File: src/rtl/seq_divider.sv
// seq_divider: multi-cycle restoring divider for 80x86 DIV / IDIV.
//
// Sequence: IDLE -> SETUP -> DIVIDE (N cycles) -> FIXUP -> IDLE, N = 8 or 16.
// Operands are captured as sign + magnitude when the start is accepted, the
// magnitudes are divided with a restoring shift/subtract loop, and the signs
// are reapplied on the way out. Results, error and the complete pulse are
// registered, so they are stable for the whole FIXUP cycle.
//
// Optional feature: define DIVIDER_EARLY_EXIT_EN to let SETUP report a zero
// divisor or an unsigned-magnitude overflow immediately (complete at cycle 2)
// instead of running the full divide. Signed-range errors always take the
// full latency. With the macro undefined every divide takes N+2 cycles.

module seq_divider (
    input  logic        clk,
    input  logic        reset,
    input  logic        start,
    input  logic        is_8_bit,
    input  logic        is_signed,
    input  logic [31:0] dividend,
    input  logic [15:0] divisor,
    output logic [15:0] quotient,
    output logic [15:0] remainder,
    output logic        busy,
    output logic        complete,
    output logic        error
);

    typedef enum logic [1:0] {
        S_IDLE,
        S_SETUP,
        S_DIVIDE,
        S_FIXUP
    } state_e;

    // ------------------------------------------------------------------
    // Registers
    // ------------------------------------------------------------------
    state_e      state_q;
    logic        is8_q;        // operation width is 8 bits
    logic        sgn_q;        // IDIV
    logic        dvd_neg_q;    // dividend was negative
    logic        dvs_neg_q;    // divisor was negative
    logic [31:0] dvd_mag_q;    // dividend magnitude (only [15:0] used for 8-bit)
    logic [15:0] dvs_mag_q;    // divisor magnitude (upper byte zero for 8-bit)
    logic [15:0] rem_q;        // partial remainder
    logic [15:0] quo_q;        // shift register: dividend low half in, quotient out
    logic [3:0]  cnt_q;        // DIVIDE steps remaining minus one
    logic        dz_q;         // divisor magnitude was zero
    logic        ovf_q;        // upper dividend magnitude >= divisor magnitude
    logic [15:0] quotient_q;
    logic [15:0] remainder_q;
    logic        busy_q;
    logic        complete_q;
    logic        error_q;

    // ------------------------------------------------------------------
    // Operand capture: two's-complement negations of the raw inputs
    // ------------------------------------------------------------------
    logic [31:0] neg_dvd32;
    logic [15:0] neg_dvd16;
    logic [15:0] neg_dvs16;
    logic [7:0]  neg_dvs8;

    assign neg_dvd32 = ~dividend + 32'd1;
    assign neg_dvd16 = ~dividend[15:0] + 16'd1;
    assign neg_dvs16 = ~divisor + 16'd1;
    assign neg_dvs8  = ~divisor[7:0] + 8'd1;

    logic        in_dvd_neg;
    logic        in_dvs_neg;
    logic [31:0] in_dvd_mag;
    logic [15:0] in_dvs_mag;

    // Split the incoming operands into sign and magnitude for the selected width.
    always_comb begin
        // NOTE: every output of a combinational block gets a default first so no path leaves it unassigned, which would infer a latch.
        in_dvd_neg = 1'b0;
        in_dvs_neg = 1'b0;
        in_dvd_mag = dividend;
        in_dvs_mag = divisor;
        if (is_8_bit) begin
            // The 8-bit dividend is AX (16 bits), the divisor is r8.
            in_dvd_mag = {16'h0000, dividend[15:0]};
            in_dvs_mag = {8'h00, divisor[7:0]};
            if (is_signed) begin
                in_dvd_neg = dividend[15];
                in_dvs_neg = divisor[7];
                if (dividend[15]) in_dvd_mag = {16'h0000, neg_dvd16};
                if (divisor[7])   in_dvs_mag = {8'h00, neg_dvs8};
            end
        end else if (is_signed) begin
            in_dvd_neg = dividend[31];
            in_dvs_neg = divisor[15];
            if (dividend[31]) in_dvd_mag = neg_dvd32;
            if (divisor[15])  in_dvs_mag = neg_dvs16;
        end
    end

    // ------------------------------------------------------------------
    // SETUP checks on the captured magnitudes
    // ------------------------------------------------------------------
    logic [15:0] upper_mag;
    logic [15:0] lower_mag;
    logic        setup_dz;
    logic        setup_ovf;

    assign upper_mag = is8_q ? {8'h00, dvd_mag_q[15:8]} : dvd_mag_q[31:16];
    assign lower_mag = is8_q ? {8'h00, dvd_mag_q[7:0]}  : dvd_mag_q[15:0];
    assign setup_dz  = (dvs_mag_q == 16'h0000);
    // A quotient magnitude that does not fit in N bits shows up as the upper
    // half already being at least the divisor; this also covers a zero divisor.
    assign setup_ovf = (upper_mag >= dvs_mag_q);

    // ------------------------------------------------------------------
    // One restoring step: shift {rem,q} left, trial subtract on N+1 bits
    // ------------------------------------------------------------------
    logic [16:0] shifted;
    logic        fits;
    logic [15:0] diff;
    logic [15:0] rem_d;
    logic [15:0] quo_d;

    // Compute the next partial remainder and quotient shift register.
    always_comb begin
        if (is8_q) shifted = {8'h00, rem_q[7:0], quo_q[7]};
        else       shifted = {rem_q, quo_q[15]};
        fits = (shifted >= {1'b0, dvs_mag_q});
        // When the divisor fits, the difference is below the divisor and so
        // fits in the low 16 bits.
        diff = shifted[15:0] - dvs_mag_q;
        if (is8_q) begin
            rem_d = fits ? {8'h00, diff[7:0]} : {8'h00, shifted[7:0]};
            quo_d = {8'h00, quo_q[6:0], fits};
        end else begin
            rem_d = fits ? diff : shifted[15:0];
            quo_d = {quo_q[14:0], fits};
        end
    end

    // ------------------------------------------------------------------
    // Sign fixup and error decision, applied to the result of the last step
    // ------------------------------------------------------------------
    logic [15:0] max_pos;
    logic        fix_err;
    logic [15:0] q_signed;
    logic [15:0] r_signed;
    logic [15:0] fix_quo;
    logic [15:0] fix_rem;

    // Reapply signs, enforce the signed range and mask to the operation width.
    always_comb begin
        max_pos  = is8_q ? 16'h007F : 16'h7FFF;
        // The 8086 rejects -2^(N-1) as a quotient, so the range is symmetric.
        fix_err  = dz_q | ovf_q | (sgn_q & (quo_d > max_pos));
        q_signed = (dvd_neg_q ^ dvs_neg_q) ? (~quo_d + 16'd1) : quo_d;
        // Remainder follows the dividend sign; negating zero stays zero.
        r_signed = dvd_neg_q ? (~rem_d + 16'd1) : rem_d;
        if (is8_q) begin
            q_signed = {8'h00, q_signed[7:0]};
            r_signed = {8'h00, r_signed[7:0]};
        end
        fix_quo = fix_err ? 16'h0000 : q_signed;
        fix_rem = fix_err ? 16'h0000 : r_signed;
    end

    // ------------------------------------------------------------------
    // Control FSM and datapath registers
    // ------------------------------------------------------------------
    // The sign fixup is folded into the edge that ends the last DIVIDE cycle,
    // so in FIXUP the registered results and the complete pulse are already
    // visible and the state only has to release busy.
    // Sequence the divide and register every output.
    always_ff @(posedge clk) begin
        // NOTE: sequential state uses non-blocking assignments so every register samples pre-edge values.
        if (reset) begin
            state_q     <= S_IDLE;
            is8_q       <= 1'b0;
            sgn_q       <= 1'b0;
            dvd_neg_q   <= 1'b0;
            dvs_neg_q   <= 1'b0;
            dvd_mag_q   <= 32'h0;
            dvs_mag_q   <= 16'h0;
            rem_q       <= 16'h0;
            quo_q       <= 16'h0;
            cnt_q       <= 4'd0;
            dz_q        <= 1'b0;
            ovf_q       <= 1'b0;
            quotient_q  <= 16'h0;
            remainder_q <= 16'h0;
            busy_q      <= 1'b0;
            complete_q  <= 1'b0;
            error_q     <= 1'b0;
        end else begin
            case (state_q)
                S_IDLE: begin
                    if (start) begin
                        is8_q     <= is_8_bit;
                        sgn_q     <= is_signed;
                        dvd_neg_q <= in_dvd_neg;
                        dvs_neg_q <= in_dvs_neg;
                        dvd_mag_q <= in_dvd_mag;
                        dvs_mag_q <= in_dvs_mag;
                        busy_q    <= 1'b1;
                        state_q   <= S_SETUP;
                    end
                end

                S_SETUP: begin
                    rem_q <= upper_mag;
                    quo_q <= lower_mag;
                    cnt_q <= is8_q ? 4'd7 : 4'd15;
                    dz_q  <= setup_dz;
                    ovf_q <= setup_ovf;
`ifdef DIVIDER_EARLY_EXIT_EN
                    if (setup_dz || setup_ovf) begin
                        quotient_q  <= 16'h0;
                        remainder_q <= 16'h0;
                        error_q     <= 1'b1;
                        complete_q  <= 1'b1;
                        state_q     <= S_FIXUP;
                    end else begin
                        state_q <= S_DIVIDE;
                    end
`else
                    state_q <= S_DIVIDE;
`endif
                end

                S_DIVIDE: begin
                    rem_q <= rem_d;
                    quo_q <= quo_d;
                    cnt_q <= cnt_q - 4'd1;
                    if (cnt_q == 4'd0) begin
                        quotient_q  <= fix_quo;
                        remainder_q <= fix_rem;
                        error_q     <= fix_err;
                        complete_q  <= 1'b1;
                        state_q     <= S_FIXUP;
                    end
                end

                S_FIXUP: begin
                    // A start seen here coincides with complete and is dropped.
                    complete_q <= 1'b0;
                    busy_q     <= 1'b0;
                    state_q    <= S_IDLE;
                end

                default: begin
                    state_q <= S_IDLE;
                end
            endcase
        end
    end

    assign quotient  = quotient_q;
    assign remainder = remainder_q;
    assign busy      = busy_q;
    assign complete  = complete_q;
    assign error     = error_q;

endmodule

File: config.mk
export PLATFORM = sky130hd
export DESIGN_NAME = seq_divider
export DESIGN_NICKNAME = d
export VERILOG_FILES = /design/src/rtl/seq_divider.sv
export SDC_FILE = /design/constraint.sdc
export NUM_CORES = 1
export LEC_CHECK = 0
export ABC_AREA = 0
export BUFFER_PORTS_ARGS = -buffer_cell sky130_fd_sc_hd__buf_2
export CORE_MARGIN = 3
export CORE_UTILIZATION = 50
export CTS_CLUSTER_DIAMETER = 200
export DETAILED_ROUTE_END_ITERATION = 6
export HOLD_SLACK_MARGIN = 0.1
export PLACE_DENSITY = 0.69
export SYNTH_ARGS = -nofsm -noshare
export SYNTH_HDL_FRONTEND = slang
export SYNTH_SLANG_ARGS = --single-unit
File: constraint.sdc
create_clock -name clk -period 7.1 [get_ports clk]
set_input_delay 0.355 -clock clk [delete_from_list [all_inputs] [get_ports clk]]
set_output_delay 0.355 -clock clk [all_outputs]
set_load 0.005 [all_outputs]
==> results.cfg, run 1 <==
[detailed_routing]
first_iter_violations = 536
wire_per_inst_um = 16.90
drt_wl_total_um = 22970
vias = 7870
drt-pass1-iter-count = 5
drtAntennaViolNets = 0
drcViolationCount = 0
avgViaCountPerCell = 5.791

[clock_network]
clock-root-buffer = clkbuf_16
cts_tree = done
cts_inserted_buffers = 17
clk_pin_slew_ps = 60
clock-sinks = 127
hold_buffers = 0
h-tree-depth = 4
cts_post_setup_buffers_inserted = 0
cts_repair_resize_count = 0
clk_latency_ps = 430
clk_path_buf_depth = 2

[floorplanning]
floorplan.rows = 47
core_um2 = 16640
io_pins = 88
die_area_um2 = 18670
start_util = 0.5128
fp.dieH_um = 136.6
die_w_um = 136.6

[yosys]
synth.cell_area_um2 = 8534
ys_types = 74
synth_warnings = 0
syn_inst = 1080
synth_edf_count = 0
synth-main-ff-cell = dfxtp_1
synth_nets = 1178
seq_area_frac_synth = 0.2979
async_flop_share = 0
synth_seq_cells = 127
avgSynthCellArea_um2 = 7.902

[sta]
post-route-period-util = 0.8130
tightest_slew_ps = 988.3
clock_skew_ps = 9.092
fin_tns_setup_ps = 0
post-route-min-period_ps = 5772
max_clock_freq_mhz = 173.3
slew_violations = 0
rsz0062_at_grt = false
slew_headroom = 0.3393
finalHoldViolations = 0
setup_viol = 0

[critical_path]
worstPathRequired_ps = 7460
crit_path_max_fanout = 26
cp_cell_sequence = nor2b_1 -> ha_1 -> nand3_1 -> or3b_4 -> a2111oi_4 -> o21ai_2 -> nand2_2 -> ha_1 -> nand4_1 -> o211ai_1 -> o21ai_1 -> a2111oi_4 -> buf_4 -> and2_1 -> nand2b_1 -> a2111oi_0 -> mux2i_1 -> nand3_1
start_kind = register
slowest_stage = dfxtp_1
crit_arrival_ps = 6130
crit_path_max_incr_delay_ps = 960
crit_type = register to register
cp-end-kind = register

[run_status]
outcome = complete, no violations

[power]
ir_drop_mv = 0.2608
leakagePower_nw = 3.900
power_density_nw_per_um2 = 474.4

[placed_design]
portBuffers = 87
dp.cells = 1327
dpl.hpwl_um = 16960
place_area_um2 = 9036
place.gp.congestion = 0.9104

[final_layout]
nets = 1224
area_growth_syn_to_layout_pct = 12.64
diodes = 0
final_common_cell = nor2_1
final_cell_mix = 160 x nor2_1, 127 x dfxtp_1, 86 x buf_2
final_core_util = 0.5776
fin_area_um2 = 9613
final_cells = 1359
drive_above_1_share = 0.1457

[flow_run]
max_cap_violations = 0

[grt]
grt_max_degree = 92
antenna_found_initial = 0
grt_overflow = 0
grt_pass1_wl_um = 37460
grt.total_usage = 0.2506
grt_pass1_vias = 7246

[hold_path]
min_path_type = input port to register
-- critical path, delay by kind of cell, from the launching register on --
family | cells | cell delay (ps)
flip-flops | 1 | 960
AND/OR/NAND/NOR | 8 | 1960
AO/OA/AOI/OAI | 6 | 1660
multiplexers | 1 | 150
buffers and inverters | 1 | 300
adder cells (fa/ha/maj) | 2 | 660
-- where the power goes --
group | switching [W] | internal [W]
Combinational | 0.00166 | 0.00102
Clock | 0.000364 | 0.000492
Sequential | 0.000164 | 0.000860
Total | 0.00219 | 0.00237
-- sequential cells by signal (all words and copies together) (netlist names), 2 cells and up --
register,cells
cnt_q,4
dvd_mag_q,32
dvs_mag_q,16
quo_q,16
quotient,16
rem_q,16
remainder,16
state_q,2
-- cell families (layout without fill, tap and decap cells) --
family | after synthesis | after routing | synth area share
multiplexers | 49 | 49 | 0.05996
flip-flops | 127 | 127 | 0.2979
AND/OR/NAND/NOR | 378 | 378 | 0.2116
XOR/XNOR | 77 | 77 | 0.07902
AO/OA/AOI/OAI | 292 | 292 | 0.2318
buffers and inverters | 110 | 169 | 0.05058
adder cells (fa/ha/maj) | 47 | 47 | 0.06920
-- stage by stage --
stage,setup WS (ps),hold slack [ps],power [W]
after floorplan,1758,431.8,0.003069
after global placement,1648,436.7,0.003623
after detailed placement,1472,441.0,0.003655
after CTS,1388,183.0,0.004530
after global routing,939.6,186.1,0.004909
final,1328,196.0,0.004561
-- cell usage after synthesis, drive strengths merged, types with 15 or more instances --
cell,instances,area [um2]
nor4,16,127.6
nor2b,29,183.9
nor3,22,110.1
nand3,24,120.1
ha,44,550.5
a211oi,35,272.8
xnor2,37,324.1
or3,15,93.84
a21oi,72,364.1
mux2i,32,320.3
inv,41,153.9
xor2,40,350.3
o21ai,58,294.0
dfxtp,127,2542
nand2,67,254.0
nor2,160,600.6
clkbuf,56,211.5
a22oi,47,352.8
mux2,17,191.4
-- layout make-up --
class | instances | area [um2]
timing repair buffer | 95 | 498.0
clock buffer | 17 | 425.4
tap | 220 | 275.3
inverter | 42 | 157.7
clock inverter | 15 | 151.4
fill | 1544 | 7029
multi-input combinational | 843 | 5563
sequential | 127 | 2542
-- layer usage --
metal,share of wire,global-route usage,vias to the layer above
li1,-,-,3972
met1,0.49,0.3669,3605
met2,0.43,0.3823,262
met3,0.066,0.04449,31
met4,0.013,0.05991,0
met5,0,0,-
-- path summary, 6_finish.rpt --
check,cells past startpoint,slack [ps],to,start
worst max-delay path,18,1330,remainder[15],is8_q
worst min-delay path,3,200,dvd_mag_q[0],dividend[0]
worst max register to register,18,1330,remainder[15],is8_q
worst min register to register,2,440,remainder[13],remainder[13]
No activity file was read; power rests on OpenSTA's default activity.
==> inputs of run 2 (changes only) <==
--- a/config.mk
+++ b/config.mk
@@ -5,14 +5,14 @@
 export SDC_FILE = /design/constraint.sdc
 export NUM_CORES = 1
 export LEC_CHECK = 0
-export ABC_AREA = 0
+export ABC_AREA = 1
 export BUFFER_PORTS_ARGS = -buffer_cell sky130_fd_sc_hd__buf_2
 export CORE_MARGIN = 3
 export CORE_UTILIZATION = 50
 export CTS_CLUSTER_DIAMETER = 200
 export DETAILED_ROUTE_END_ITERATION = 6
 export HOLD_SLACK_MARGIN = 0.1
-export PLACE_DENSITY = 0.69
+export PLACE_DENSITY = 0.72
 export SYNTH_ARGS = -nofsm -noshare
 export SYNTH_HDL_FRONTEND = slang
 export SYNTH_SLANG_ARGS = --single-unit
==> constraint.sdc (replaced) <==
create_clock -name clk -period 4.8 [get_ports clk]
set_input_delay 0.24 -clock clk [delete_from_list [all_inputs] [get_ports clk]]
set_output_delay 0.24 -clock clk [all_outputs]
set_load 0.005 [all_outputs]
==> run 2 against run 1 <==
Hold slack got worse by 87 ps. Design area increased by 2.2%. Sequential power increased by 47%. First-iteration DRC count increased by 12%. Core utilization increased by 1.1 points. Synthesized cell count increased by 24%. Register-to-register slack got worse by 240 ps. Clock power increased by 61%. Critical path type unchanged. Largest cell class unchanged. Largest power group unchanged.
==> results.cfg, run 2 <==
[sta]
post-route-min-period_ps = 3711
slew_violations = 0
slew_headroom = 0.2377
finalHoldViolations = 0
tightest_slew_ps = 1142
setup_viol = 0
clock_skew_ps = 9.856
finalWorstSetupSlack_ps = 1089
fin_tns_setup_ps = 0
post-route-period-util = 0.7731
rsz0062_at_grt = false
max_clock_freq_mhz = 269.5

[critical_path]
setup.reg_to_reg.worst_slack_ps = 1090
crit_path_max_incr_delay_ps = 400
crit_type = register to register
crit_top_cell = nand2_1
crit_arrival_ps = 4060
worstSetupStartpoint = is8_q
rr_endpoint = remainder[6]
rr_worst_depth = 20
crit_family = simple AND/OR/NAND/NOR gates
cp.depth = 20
crit_path_max_fanout = 23
cp_cell_sequence = buf_4 -> nor2_1 -> ha_1 -> nand2_1 -> nor3_1 -> nand2_1 -> nor2_1 -> nor2_4 -> nand3_4 -> buf_4 -> ha_1 -> nand4_1 -> nand3_1 -> nand2_1 -> nand2_1 -> nand4_1 -> inv_1 -> o21ai_0 -> a21o_1 -> a21oi_1
crit_end = remainder[6]
timing.critical_path.buf_inv = 3
slowest_stage = inv_1
r2r_start = is8_q
worstPathRequired_ps = 5150
start_kind = register
cp-end-kind = register

[final_layout]
multi_input_area_um2 = 5160
diodes = 0
largest_reg_flops = 32
fillers = 1677
regArea_um2 = 2542
nets = 1505
area_growth_syn_to_layout_pct = 14.16
drive_above_1_share = 0.1155
final_cell_mix = 313 x nand2_1, 177 x inv_1, 146 x a21oi_1
fin_area_um2 = 9827
largest-register = dvd_mag_q
final_core_util = 0.5884
final_common_cell = nand2_1

[floorplanning]
die_area_um2 = 18830
floorplan.rows = 47
io_pins = 88
start_util = 0.5154
die_w_um = 137.2
core_um2 = 16700
fp.dieH_um = 137.2

[yosys]
seq_area_frac_synth = 0.2953
synth.most_common_cell = nand2_1
synth_nets = 1442
synth_warnings = 0
yosysTopAreaCellShare = 0.2953
syn_inst = 1344
ys_top_cells_by_area = dfxtp_1 30%, nand2_1 14%, a21oi_1 8.5%
async_flop_share = 0
ys_types = 49
synth-main-ff-cell = dfxtp_1
synth_edf_count = 0
synth_top_area_cell = dfxtp_1
ys_top_cells_by_count = 313 x nand2_1, 177 x inv_1, 146 x a21oi_1
synth.cell_area_um2 = 8608
avgSynthCellArea_um2 = 6.405
synth_seq_cells = 127

[flow_run]
max_cap_violations = 0

[clock_network]
h-tree-depth = 4
clock-root-buffer = clkbuf_16
cts_tree = done
clk_pin_slew_ps = 60
hold_buffers = 1
clock-sinks = 127
clk_path_buf_depth = 2
cts_repair_resize_count = 0
cts_post_setup_buffers_inserted = 0
clk_latency_ps = 430
cts_inserted_buffers = 17

[hold_path]
min_path_type = input port to register

[detailed_routing]
drcViolationCount = 0
met3WireLength_um = 1286
vias = 8780
avgViaCountPerCell = 5.354
wl_met2_um = 10290
first_iter_violations = 602
top_layer_used = met4
wire_per_inst_um = 14.58
met1_length_um = 11920
drt_wl_total_um = 23910
drt-pass1-iter-count = 5
drtAntennaViolNets = 0

[grt]
grt_pass1_vias = 7812
antenna_found_initial = 0
grt.total_usage = 0.2562
grt_overflow = 0
grt_pass1_wl_um = 38710
grt_max_degree = 89

[power]
leakagePower_nw = 4.611
power_density_nw_per_um2 = 796.2
ir_drop_mv = 0.4492

[placed_design]
dp_slack_ps = 1148
portBuffers = 87
place.gp.congestion = 0.9494
dpl.hpwl_um = 18040
place_area_um2 = 9183

[run_status]
outcome = complete, no violations
run 2: changes by cell type in the layout (fill, tap and decap cells not counted), sizes merged, moves of 17 or more:
cell / delta
a21oi: +75
mux2: -17
nor2: -54
mux2i: -32
nand3: +64
a211oi: -32
nand4: +18
a22oi: -46
nand2: +260
inv: +135
nor2b: -29
o21ai: +54
xnor2: -27
run 2: worst min-delay path, stage by stage:
cell	delay, ps
buf_2	110
inv_1	70
a21oi_1	60
run 2: kinds of logic after synthesis:
kind of cell	count (synthesis)	synth area share
XOR/XNOR	34	0.03459
AND/OR/NAND/NOR	582	0.2959
buffers and inverters	238	0.1052
flip-flops	127	0.2953
adder cells (fa/ha/maj)	45	0.06628
AO/OA/AOI/OAI	318	0.2026
run 2: area by class of cell:
| class | count | share of cell area |
|---|---|---|
| Clock buffer | 21 | 0.04889 |
| Timing Repair Buffer | 99 | 0.05373 |
| Inverter | 183 | 0.06990 |
| Tap cell | 220 | 0.02801 |
| Clock inverter | 11 | 0.01566 |
| Sequential cell | 127 | 0.2587 |
| Multi-Input combinational cell | 979 | 0.5251 |
run 2: worst min path at each step:
stage	start	end	cells past startpoint
final	divisor[0]	dvs_mag_q[0]	3
after global routing	divisor[0]	dvs_mag_q[0]	3
after CTS	divisor[0]	dvs_mag_q[0]	3
after detailed placement	cnt_q[0]	cnt_q[0]	1
after global placement	cnt_q[0]	cnt_q[0]	1
after floorplan	dividend[2]	dvd_mag_q[2]	2
run 2: metal layers:
metal,vias to the layer above,track usage
met2,254,0.3856
met4,0,0.07483
met1,3936,0.3785
li1,4558,-
met3,32,0.03871
met5,-,0
run 2: power by group:
part | internal, W | total, W | switching (W)
combinational | 0.00155 | 0.00494 | 0.00340
sequential | 0.00131 | 0.00150 | 0.000192
clock | 0.000877 | 0.00138 | 0.000503
total | 0.00373 | 0.00782 | 0.00409
run 2: stage by stage:
step / hold WS, ps / total power (W) / instances
after floorplan: 378.4 / 0.005203 / 1344
after global placement: 440.6 / 0.006334 / 1607
after detailed placement: 451.1 / 0.006357 / 1607
after CTS: 100.2 / 0.007770 / 1640
after global routing: 119.8 / 0.008555 / 1640
final: 108.5 / 0.007824 / 1640
==> inputs of run 3 (changes only) <==
--- a/config.mk
+++ b/config.mk
@@ -12,7 +12,7 @@
 export CTS_CLUSTER_DIAMETER = 200
 export DETAILED_ROUTE_END_ITERATION = 6
 export HOLD_SLACK_MARGIN = 0.1
-export PLACE_DENSITY = 0.72
+export PLACE_DENSITY = 0.69
 export SYNTH_ARGS = -nofsm -noshare
 export SYNTH_HDL_FRONTEND = slang
 export SYNTH_SLANG_ARGS = --single-unit
==> constraint.sdc (replaced) <==
create_clock -name clk -period 3.8 [get_ports clk]
set_input_delay 0.19 -clock clk [delete_from_list [all_inputs] [get_ports clk]]
set_output_delay 0.19 -clock clk [all_outputs]
set_load 0.005 [all_outputs]
==> run 3 against run 2 <==
Final cell count up 1.0%. Design area up 2.0%. Non-clock buffer count up 17. Sequential cell count unchanged. Maximum frequency up 6.8%. Largest cell class unchanged. Die area unchanged. Power up 27%. Combinational power up 26%. Global-route usage up 0.075 points. Sequential power up 27%. Largest power group unchanged. Core utilization up 1.2 points. Via count up 1.8%.
==> results.cfg, run 3 (synthesis gave the netlist of run 2 again) <==
[run_status]
outcome = complete, no violations

[final_layout]
diodes = 0
final_cell_mix = 313 x nand2_1, 176 x inv_1, 146 x a21oi_1
area_growth_syn_to_layout_pct = 16.42
largest_reg_flops = 32
nets = 1522
drive_above_1_share = 0.1197
final_common_cell = nand2_1
largest-register = dvd_mag_q
fillers = 1689
fin_area_um2 = 10020
final_cells = 1657

[flow_run]
max_cap_violations = 0

[critical_path]
cp-end-kind = register
crit_path_max_fanout = 14
crit_top_cell = nor2_1
crit_path_max_incr_delay_ps = 400
crit_type = register to register
worstPathRequired_ps = 4080
crit_arrival_ps = 3760
slowest_stage = dfxtp_2
start_kind = register
cp_cell_sequence = buf_4 -> nor2_1 -> ha_1 -> inv_1 -> o21bai_1 -> nand2_1 -> nand3b_1 -> nor2_4 -> nand3_4 -> inv_2 -> ha_1 -> nand2_1 -> nor2_1 -> inv_1 -> nor3_2 -> nand4_1 -> o31ai_2 -> xor2_1 -> nor2_1 -> a21oi_1 -> nor2_1

[detailed_routing]
first_iter_violations = 665
avgViaCountPerCell = 5.392
drcViolationCount = 0
drt-pass1-iter-count = 6
drt_wl_total_um = 23760
vias = 8934
wire_per_inst_um = 14.34
drtAntennaViolNets = 0

[floorplanning]
die_w_um = 137.2
floorplan.rows = 47
die_area_um2 = 18830
core_um2 = 16700
io_pins = 88
fp.dieH_um = 137.2
start_util = 0.5154

[sta]
slew_headroom = 0.2988
rsz0062_at_grt = false
clock_skew_ps = 8.197
post-route-min-period_ps = 3476
max_clock_freq_mhz = 287.7
finalHoldViolations = 0
setup_viol = 0
slew_violations = 0
tightest_slew_ps = 1051
post-route-period-util = 0.9147
fin_hold_ws_ps = 109.5
fin_tns_setup_ps = 0

[clock_network]
clock-root-buffer = clkbuf_16
clock-sinks = 127
clk_pin_slew_ps = 60
cts_inserted_buffers = 17
clk_latency_ps = 430
clk_path_buf_depth = 2
cts_tree = done
h-tree-depth = 4

[placed_design]
dp.cells = 1611
portBuffers = 87
dpl.hpwl_um = 17890
place_area_um2 = 9213
place.gp.congestion = 0.9792

[power]
leakagePower_nw = 4.699
power_density_nw_per_um2 = 991.5
ir_drop_mv = 0.6854

[grt]
grt_max_degree = 84
grt_pass1_wl_um = 38880
grt_pass1_vias = 7919
grt.total_usage = 0.2570
grt_overflow = 0
antenna_found_initial = 0

[hold_path]
min_path_type = input port to register
==> run 3: through the flow <==
stage | total power [W] | worst slack [ps] | util
after floorplan | 0.006573 | 44.30 | -
after global placement | 0.007922 | 325.2 | 0.5516
after detailed placement | 0.007968 | 210.5 | 0.5516
after CTS | 0.009832 | 117.7 | 0.5990
after global routing | 0.01088 | 0.9379 | 0.6001
final | 0.009937 | 324.2 | 0.6001
==> run 3: worst max-delay path: cells and delay by family (launching register included) <==
family	cells	cell delay, ps
simple gates	11	1230
compound gates	3	520
buf+inv	4	510
fa+ha+maj	2	490
flops	1	400
xor+xnor	1	180
==> run 3: final timing paths <==
path | from | endpoint | slack [ps] | cells past startpoint
worst max-delay path | is8_q | quotient[12] | 320 | 21
worst min-delay path | dividend[16] | dvd_mag_q[16] | 110 | 4
worst max register to register | is8_q | quotient[12] | 320 | 21
worst min register to register | cnt_q[0] | cnt_q[0] | 450 | 1
==> run 3: layer usage <==
metal / track usage / vias to the layer above / share of wire / wire length (um)
li1: - / 4597 / - / -
met1: 0.3725 / 4030 / 0.49 / 11680
met2: 0.3858 / 271 / 0.43 / 10210
met3: 0.05332 / 36 / 0.062 / 1466
met4: 0.07206 / 0 / 0.017 / 404
met5: 0 / - / 0 / 0
==> run 3: repair_timing <==
item	in CTS	in global routing
setup endpoints to repair	0	30
endpoints found under the hold margin	17	0
hold buffers	14	0
resized for setup	0	6
setup buffers	0	0
==> run 3: final cells by class <==
type / instances / area [um2] / share of cell area
clock inverter: 13 / 209.0 / 0.02085
inverter: 183 / 686.9 / 0.06854
clock buffer: 19 / 442.9 / 0.04419
sequential: 127 / 2544 / 0.2538
tap: 220 / 275.3 / 0.02747
multi-input combinational: 979 / 5172 / 0.5161
timing repair buffer: 116 / 691.9 / 0.06904
==> run 3: power breakdown <==
group | internal (W) | total [W] | switching [W]
combinational | 0.00200 | 0.00623 | 0.00423
sequential | 0.00165 | 0.00190 | 0.000242
clock | 0.00118 | 0.00182 | 0.000632
total | 0.00483 | 0.00994 | 0.00510
